File: src/rtl/ballot_if.sv
// Voter-side signal bundle of the ballot unit: officer/voter inputs and vote outputs.
interface ballot_if;
    logic       ballot_en;
    logic       btn1;
    logic       btn2;
    logic       btn3;
    logic       end_voting;
    logic       c1;
    logic       c2;
    logic       c3;
    logic       ready;
    logic       closed;
    logic       timeout;
    logic [7:0] ballot_count;

    modport master (
        output ballot_en, btn1, btn2, btn3, end_voting,
        input  c1, c2, c3, ready, closed, timeout, ballot_count
    );

    modport slave (
        input  ballot_en, btn1, btn2, btn3, end_voting,
        output c1, c2, c3, ready, closed, timeout, ballot_count
    );
endinterface

File: src/rtl/ballot_unit.sv
// Single-ballot voting unit: issues a ballot, debounces one candidate button,
// emits one vote pulse, cancels unused ballots on timeout and locks when the poll closes.
module ballot_unit #(
    parameter int unsigned DEBOUNCE_CYCLES = 4,
    parameter int unsigned TIMEOUT_CYCLES  = 255
) (
    input  logic    clk,
    input  logic    rst_n,
    ballot_if.slave bus
);

    localparam logic [2:0] IDLE     = 3'd0;
    localparam logic [2:0] ARMED    = 3'd1;
    localparam logic [2:0] DEBOUNCE = 3'd2;
    localparam logic [2:0] CAST     = 3'd3;
    localparam logic [2:0] RELEASE  = 3'd4;
    localparam logic [2:0] CLOSED   = 3'd5;

    localparam logic [3:0] DEB_LAST = 4'(DEBOUNCE_CYCLES - 1);
    localparam logic [7:0] TMO      = 8'(TIMEOUT_CYCLES);

    logic [2:0] state, state_n;
    logic [2:0] cand, cand_n;
    logic [3:0] dcnt, dcnt_n;
    logic [7:0] timer, timer_n;
    logic [2:0] votes, votes_n;
    logic       ready_r, ready_n;
    logic       closed_r, closed_n;
    logic       timeout_r, timeout_n;
    logic [7:0] count, count_n;

    logic [2:0] btns;
    logic       one_hot;
    logic [7:0] timer_inc;
    logic       expired;

    assign btns      = {bus.btn3, bus.btn2, bus.btn1};
    assign one_hot   = (btns == 3'b001) || (btns == 3'b010) || (btns == 3'b100);
    assign timer_inc = timer + 8'd1;
    assign expired   = (timer_inc == TMO);

    always_comb begin
        state_n   = state;
        cand_n    = cand;
        dcnt_n    = dcnt;
        timer_n   = timer;
        votes_n   = '0;
        ready_n   = ready_r;
        closed_n  = closed_r;
        timeout_n = 1'b0;
        count_n   = count;

        case (state)
            IDLE: begin
                if (bus.end_voting) begin
                    state_n  = CLOSED;
                    closed_n = 1'b1;
                    ready_n  = 1'b0;
                end else if (bus.ballot_en && (btns == 3'b000)) begin
                    state_n = ARMED;
                    ready_n = 1'b1;
                    timer_n = '0;
                    dcnt_n  = '0;
                end
            end

            ARMED: begin
                if (bus.end_voting) begin
                    state_n  = CLOSED;
                    closed_n = 1'b1;
                    ready_n  = 1'b0;
                end else begin
                    timer_n = timer_inc;
                    // The edge leaving ARMED is the first debounce sample; with a
                    // one-cycle debounce it already qualifies the vote.
                    if (one_hot && (DEBOUNCE_CYCLES == 1)) begin
                        state_n = CAST;
                        cand_n  = btns;
                    end else if (expired) begin
                        state_n   = IDLE;
                        timeout_n = 1'b1;
                        ready_n   = 1'b0;
                    end else if (one_hot) begin
                        state_n = DEBOUNCE;
                        cand_n  = btns;
                        dcnt_n  = 4'd1;
                    end
                end
            end

            DEBOUNCE: begin
                if (bus.end_voting) begin
                    state_n  = CLOSED;
                    closed_n = 1'b1;
                    ready_n  = 1'b0;
                end else begin
                    timer_n = timer_inc;
                    // Qualification is tested before expiry so a vote completing
                    // on the expiry edge still counts.
                    if ((btns == cand) && (dcnt == DEB_LAST)) begin
                        state_n = CAST;
                    end else if (expired) begin
                        state_n   = IDLE;
                        timeout_n = 1'b1;
                        ready_n   = 1'b0;
                    end else if (btns == cand) begin
                        dcnt_n = dcnt + 4'd1;
                    end else begin
                        state_n = ARMED;
                        dcnt_n  = '0;
                        timer_n = '0;
                    end
                end
            end

            CAST: begin
                votes_n = cand;
                ready_n = 1'b0;
                count_n = (count == 8'hFF) ? count : count + 8'd1;
                // closed is held off one cycle so the final pulse never overlaps it.
                state_n = bus.end_voting ? CLOSED : RELEASE;
            end

            RELEASE: begin
                if (bus.end_voting) begin
                    state_n  = CLOSED;
                    closed_n = 1'b1;
                end else if (btns == 3'b000) begin
                    state_n = IDLE;
                end
            end

            CLOSED: begin
                closed_n = 1'b1;
                ready_n  = 1'b0;
            end

            default: begin
                state_n = IDLE;
                ready_n = 1'b0;
            end
        endcase
    end

    always_ff @(posedge clk or negedge rst_n) begin
        if (!rst_n) begin
            state     <= IDLE;
            cand      <= '0;
            dcnt      <= '0;
            timer     <= '0;
            votes     <= '0;
            ready_r   <= 1'b0;
            closed_r  <= 1'b0;
            timeout_r <= 1'b0;
            count     <= '0;
        end else begin
            state     <= state_n;
            cand      <= cand_n;
            dcnt      <= dcnt_n;
            timer     <= timer_n;
            votes     <= votes_n;
            ready_r   <= ready_n;
            closed_r  <= closed_n;
            timeout_r <= timeout_n;
            count     <= count_n;
        end
    end

    assign bus.c1           = votes[0];
    assign bus.c2           = votes[1];
    assign bus.c3           = votes[2];
    assign bus.ready        = ready_r;
    assign bus.closed       = closed_r;
    assign bus.timeout      = timeout_r;
    assign bus.ballot_count = count;

endmodule

File: src/flat_wrapper.sv
// flat-port wrapper written by rule: the top's interface ports become plain ports
module ballot_unit_flat 
#(
    parameter int unsigned DEBOUNCE_CYCLES = 4,
    parameter int unsigned TIMEOUT_CYCLES  = 255
)
  (clk, rst_n, bus_ballot_en, bus_btn1, bus_btn2, bus_btn3, bus_end_voting, bus_c1, bus_c2, bus_c3, bus_ready, bus_closed, bus_timeout, bus_ballot_count);
  ballot_if bus_i ();
  input  logic clk;
  input  logic rst_n;
  input wire logic [$bits(bus_i.ballot_en)-1:0] bus_ballot_en;
  input wire logic [$bits(bus_i.btn1)-1:0] bus_btn1;
  input wire logic [$bits(bus_i.btn2)-1:0] bus_btn2;
  input wire logic [$bits(bus_i.btn3)-1:0] bus_btn3;
  input wire logic [$bits(bus_i.end_voting)-1:0] bus_end_voting;
  output wire logic [$bits(bus_i.c1)-1:0] bus_c1;
  output wire logic [$bits(bus_i.c2)-1:0] bus_c2;
  output wire logic [$bits(bus_i.c3)-1:0] bus_c3;
  output wire logic [$bits(bus_i.ready)-1:0] bus_ready;
  output wire logic [$bits(bus_i.closed)-1:0] bus_closed;
  output wire logic [$bits(bus_i.timeout)-1:0] bus_timeout;
  output wire logic [$bits(bus_i.ballot_count)-1:0] bus_ballot_count;
  assign bus_i.ballot_en = bus_ballot_en;
  assign bus_i.btn1 = bus_btn1;
  assign bus_i.btn2 = bus_btn2;
  assign bus_i.btn3 = bus_btn3;
  assign bus_i.end_voting = bus_end_voting;
  assign bus_c1 = bus_i.c1;
  assign bus_c2 = bus_i.c2;
  assign bus_c3 = bus_i.c3;
  assign bus_ready = bus_i.ready;
  assign bus_closed = bus_i.closed;
  assign bus_timeout = bus_i.timeout;
  assign bus_ballot_count = bus_i.ballot_count;
  ballot_unit #(.DEBOUNCE_CYCLES(DEBOUNCE_CYCLES), .TIMEOUT_CYCLES(TIMEOUT_CYCLES)) u_core (.clk(clk), .rst_n(rst_n), .bus(bus_i));
endmodule
File: config.mk
export PLATFORM = sky130hd
export DESIGN_NAME = ballot_unit_flat
export DESIGN_NICKNAME = d
export VERILOG_FILES = /design/src/rtl/ballot_if.sv /design/src/rtl/ballot_unit.sv /design/src/flat_wrapper.sv
export SDC_FILE = /design/constraint.sdc
export NUM_CORES = 1
export LEC_CHECK = 0
export ABC_AREA = 1
export ABC_CLOCK_PERIOD_IN_PS = 2100
export CORE_MARGIN = 1
export CORE_UTILIZATION = 30
export DETAILED_ROUTE_END_ITERATION = 8
export GPL_TIMING_DRIVEN = 0
export HOLD_SLACK_MARGIN = 0.02
export SLEW_MARGIN = 20
export SYNTH_ARGS = -nofsm -noshare
export SYNTH_HDL_FRONTEND = slang
export SYNTH_SLANG_ARGS = --single-unit
export TNS_END_PERCENT = 20
File: constraint.sdc
create_clock -name clk -period 2.1 [get_ports clk]
set_input_delay 0.21 -clock clk [delete_from_list [all_inputs] [get_ports clk]]
set_output_delay 0.21 -clock clk [all_outputs]
set_load 0.01 [all_outputs]
# --- Word-level counts from Yosys, hierarchy flattened ---
# Index checks and enable logic that the tools add are counted.
# W data, S select, Z words.
totals:
  out_inout_bits: 14
  regBits: 32
  in_bits: 7
classes:
  reduce_logical: 16
  mux: 46
  addsub: 3
  bitwise_logic: 5
  eq_ne: 26
op_table:
  columns: ["cell", "count"]
  rows:
  - ["$mux W8", 7]
  - ["$mux W3", 12]
  - ["$mux W4", 9]
  - ["$pmux W8 S3", 1]
  - ["$pmux W3 S6", 1]
  - ["$add A8 B1 Y8 const B", 2]
  - ["$eq A8 B8 Y1 const B", 2]
  - ["$mux W1", 12]
  - ["$ne A2 B2 Y1 const B", 6]
  - ["$pmux W4 S3", 1]
  - ["$reduce_and A5 Y1", 2]
  - ["$eq A3 B2 Y1 const B", 3]
  - ["$eq A3 B3 Y1 const B", 3]
  - ["$reduce_and A9 Y1", 1]
  - ["$eq A3 B1 Y1 const B", 2]
  - ["$logic_not A3 Y1", 2]
  - ["$ne A2 B1 Y1 const B", 3]
  - ["$ne A3 B2 Y1 const B", 2]
  - ["$ne A5 B4 Y1 const B", 1]
  - ["$not A1 Y1", 5]
  - ["$add A4 B1 Y4 const B", 1]
  - ["$eq A4 B2 Y1 const B", 1]
  - ["$ne A4 B2 Y1 const B", 1]
  - ["$pmux W1 S2", 2]
  - ["11 further kinds", 14]

# --- Longest topological paths before layout ---
# Gate-level depths: netlist of run 1.
depth:
  ltp_word: 7
  depth_mapped: 12
  ltp_nobuf: 12

# --- Worst setup path after synthesis of run 1 ---
# No wires, ideal clock.
synth_timing:
  kind: "reg2reg"
  start: "reg u_core.timer[1]"
  end: "reg u_core.state[0]"
  slack_ns: 0.466
  path_stages_with_launch: 12
  setup_time_ns: 0.118
  arrival_time_ns: 1.516
  t_required_ns: 1.982
  path_buffers: 0
  period_less_slack_ns: 1.634
  cell_sequence: "dfrtp_1 -> ha_1 -> nand3_1 -> nand2_1 -> nand2_1 -> nand3_1 -> nor2_4 -> nand2_4 -> nand2_1 -> nand3_1 -> nand2_1 -> nand2_1"
synth_via:
  elab_chain_cells: 6
  elab_cells_between_ends: 11
  classes_between: "add/sub (1); eq/ne (3); mux (6); reduce/logical (1)"
synth_lines:
  columns: ["element", "line", "rtl"]
  rows:
  - ["start, declared", "ballot_unit.sv:25", "logic [7:0] timer, timer_n;"]
  - ["start signal, assigned", "ballot_unit.sv:160", "timer <= timer_n;"]
  - ["$add A8 B1 Y8 *", "ballot_unit.sv:39", "assign timer_inc = timer + 8'd1;"]
  - ["$eq A8 B8 Y1 *", "ballot_unit.sv:40", "assign expired = (timer_inc == TMO);"]
  - ["$mux W3", "ballot_unit.sv:102", "end else if (expired) begin"]
  - ["$mux W3", "ballot_unit.sv:100", "if ((btns == cand) && (dcnt == DEB_LAST)) begin"]
  - ["$mux W3", "ballot_unit.sv:92", "if (bus.end_voting) begin"]
  - ["$pmux W3 S6", "ballot_unit.sv:53", "case (state)"]
  - ["end signal, assigned", "ballot_unit.sv:157", "state <= state_n;"]
  - ["end, declared", "ballot_unit.sv:22", "logic [2:0] state, state_n;"]
# Mark *: on every way between the ends. The rest lies on a longest branch, timed or not.
# A chain may end at the register's enable or synchronous reset.

# --- Worst setup path in the final report of run 1 ---
# Ends and elaborated chain as after synthesis.

==> results of run 1 <==
## cells in the final DEF (no fill, tap or decap), types with 2 or more instances in the layout
cell	Yosys	final
nand2_2	6	6
nor3_1	3	3
xor2_1	4	4
clkbuf_1	1	2
nor2_4	4	4
inv_1	26	26
o21ai_2	2	2
clkbuf_8	0	5
xnor2_1	7	7
nor2_1	24	24
o21a_1	3	3
nor2_2	5	5
inv_2	6	6
nand3_1	22	22
a21oi_2	2	2
ha_1	4	4
nand2_1	66	66
nand3_2	2	2
clkdlybuf4s50_1	0	19
nand4_1	5	5
o21ai_0	9	9
o21ai_1	4	4
dfrtp_1	32	32
a21oi_1	6	6
## registers in the layout (all words and copies together) (netlist names)
signal and cells:
u_core.state 3, u_core.bus.closed 1, u_core.bus.ballot_count 8, u_core.bus.timeout 1, u_core.timer 8, u_core.cand 3, u_core.dcnt 4, u_core.bus.ready 1
u_core.votes 3
## logic make-up (layout without fill, tap and decap cells)
| group | Yosys count | after routing | synth area share, % |
|---|---|---|---|
| compound gates | 31 | 31 | 10.1 |
| xor+xnor | 11 | 11 | 4.87 |
| fa+ha+maj | 4 | 4 | 2.53 |
| buf+inv | 33 | 63 | 6.26 |
| flops | 32 | 32 | 40.5 |
| simple gates | 144 | 144 | 35.8 |
## worst register-to-register path, delay by kind of cell (launching register included)
family,cells,cell delay [ps]
and+or+nand+nor,10,1050
DFF,1,440
adders and majority gates,1,260
## layout make-up
type / instances / area [µm²]
Clock inverter: 2 / 35.0
Tap cell: 77 / 96.3
Inverter: 32 / 120
Buffer: 1 / 3.75
Fill cell: 645 / 3930
Clock buffer: 6 / 72.6
Sequential cell: 32 / 801
Multi-Input combinational cell: 190 / 1050
Timing Repair Buffer: 22 / 233
## power by group
group	internal, mW	leakage [nW]	total [mW]	switching [mW]
combinational	0.372	0.660	0.982	0.609
clock	0.352	0.0552	0.583	0.231
sequential	0.773	0.419	0.943	0.170
total	1.50	1.13	2.51	1.01
## timing repair
action,in CTS,in global routing
hold buffers,1,0
setup buffers,0,0
endpoints found under the hold margin,16,0
resized for setup,0,0
## metal layers
| layer | GRT usage (%) | vias up | routed length [µm] |
|---|---|---|---|
| li1 | - | 881 | - |
| met1 | 18.6 | 767 | 2110 |
| met2 | 19.1 | 20 | 1850 |
| met3 | 2.68 | 6 | 84 |
| met4 | 5.17 | 0 | 80 |
| met5 | 0 | - | 0 |
## final timing paths
| check | slack (ps) | endpoint | depth (start not counted) | from |
|---|---|---|---|---|
| min in group clk | 480 | u_core.bus.closed | 1 | u_core.bus.closed |
| worst min-delay path | 400 | u_core.bus.ballot_count[4] | 2 | rst_n |
| worst min register to register | 480 | u_core.bus.closed | 1 | u_core.bus.closed |
| max in group asynchronous | 1280 | u_core.state[1] | 3 | rst_n |
| worst max-delay path | 250 | u_core.state[0] | 11 | u_core.timer[1] |
| worst max register to register | 250 | u_core.state[0] | 11 | u_core.timer[1] |
## Yosys cell counts, types with 2 or more instances
cell     number
nor2_1       24
o21a_1        3
inv_1        26
inv_2         6
nor2_4        4
nand2_2       6
o21ai_2       2
a21oi_1       6
a21oi_2       2
o21ai_1       4
nor2_2        5
nand3_1      22
xnor2_1       7
o21ai_0       9
nand2_1      66
dfrtp_1      32
ha_1          4
xor2_1        4
nand4_1       5
nor3_1        3
nand3_2       2
## through the flow
step	total power, mW	cells	cell area, µm²	utilization, %
floorplan	1.67	255	1980	-
global placement	1.92	352	2280	35.8
detailed placement	1.94	353	2300	36.2
CTS	2.53	362	2420	38.0
global route	2.73	362	2420	38.0
finish	2.51	362	2420	38.0
==> results.json, run 1 <==
{
  "clock_path_buffers": 2,
  "cp_common_cell": "nand2_1",
  "syn_inst": 255,
  "cp-end-kind": "flop",
  "cp_num_buf_inv": 0,
  "yosysWarnings": 0,
  "dieWidth_um": 83.2,
  "pre_cts_ws_ps": 98.3,
  "place_hpwl_um": 3200,
  "cts_buffers": 5,
  "synth.top_cells.by_area": "dfrtp_1 (40%), nand2_1 (13%), nand3_1 (5.6%)",
  "finalWorstSetupSlack_ps": 247,
  "wl_um": 4120,
  "ioPinCount": 21,
  "drv_cap": 0,
  "synth_top_area_cell": "dfrtp_1",
  "via_per_inst": 4.62,
  "hp-class": "in2async",
  "layout-drive-gt1-share_pct": 15.1,
  "clk_latency_ps": 280,
  "area_delta_synth_final_pct": 22.1,
  "synth.cell_area_um2": 1980,
  "num_rows": 29,
  "clkTransAtPathRegs_ps": 70,
  "ys_ff_latch": 32,
  "critical_path_arrival_ps": 2020,
  "outcome": "finished, final reports clean",
  "finalMaxSlewViolations": 0,
  "dr.first_iter.drc_count": 64,
  "drtPass1Iterations": 4,
  "core_um2": 6350,
  "p_leak_nw": 1.13,
  "grt_usage_pct": 13.0,
  "synth_top_area_share_pct": 40.5,
  "postRouteAntennaNets": 0,
  "start_util_pct": 31.2,
  "p_per_area_nw_per_um2": 1040,
  "finalNetCount": 295,
  "period_share_pct": 88.2,
  "finalSetupViolCount": 0,
  "ir_drop_mv": 0.488,
  "cts_tree": "yes",
  "antenna_found_initial": 0,
  "numPortBuffers": 20,
  "clock-root-buffer": "clkbuf_8",
  "syn_nets": 266,
  "cts_max_level": 2,
  "whs_ps": 397,
  "worst_pin_slew_ps": 500,
  "syn_area_per_cell_um2": 7.76,
  "cp_slowest_stage_delay_ps": 440,
  "setup-tns-final_ps": 0,
  "die-area_um2": 6930,
  "route.vias.total": 1674,
  "path_cells": "ha_1, nand3_1, nand2_1, nand2_1, nand3_1, nor2_4, nand2_4, nand2_1, nand3_1, nand2_1, nand2_1",
  "n_antenna_cell": 0,
  "grt_max_degree": 18,
  "relSlewSlack_pct": 66.7,
  "async_reset_ff_share_pct": 100,
  "synth-edff-count": 0,
  "yosysSeqAreaShare_pct": 40.5,
  "hold_viol_final": 0,
  "avgRoutedWirePerCell_um": 11.4,
  "grt_pass1_wl_um": 7270,
  "route.detailed.drc": 0,
  "ys_types": 34,
  "required_ps": 2270,
  "cp_top_family": "simple AND/OR/NAND/NOR gates",
  "finClkSkew_ps": 5.90,
  "place_congestion": 0.870,
  "worstSetupStartpointType": "flop",
  "die_h_um": 83.2,
  "clkSinkCount": 32,
  "fmax_mhz": 540,
  "rsz0062_at_grt": "no",
  "crit_type": "reg2reg",
  "grt_pass1_vias": 1567,
  "cpMaxStageDelayCell": "dfrtp_1",
  "fin_crit_ps": 1850,
  "synth_ff_type": "dfrtp_1",
  "grt_overflow_total": 0,
  "crit_fanout": 7
}
Power figures use the tool's default switching activity.
==> run 2: changes to the inputs <==
--- a/config.mk
+++ b/config.mk
@@ -6,7 +6,6 @@
 export NUM_CORES = 1
 export LEC_CHECK = 0
 export ABC_AREA = 1
-export ABC_CLOCK_PERIOD_IN_PS = 2100
 export CORE_MARGIN = 1
 export CORE_UTILIZATION = 30
 export DETAILED_ROUTE_END_ITERATION = 8
==> results of run 2 <==
No change in the layout: final DEF, timing and power equal those of run 1.
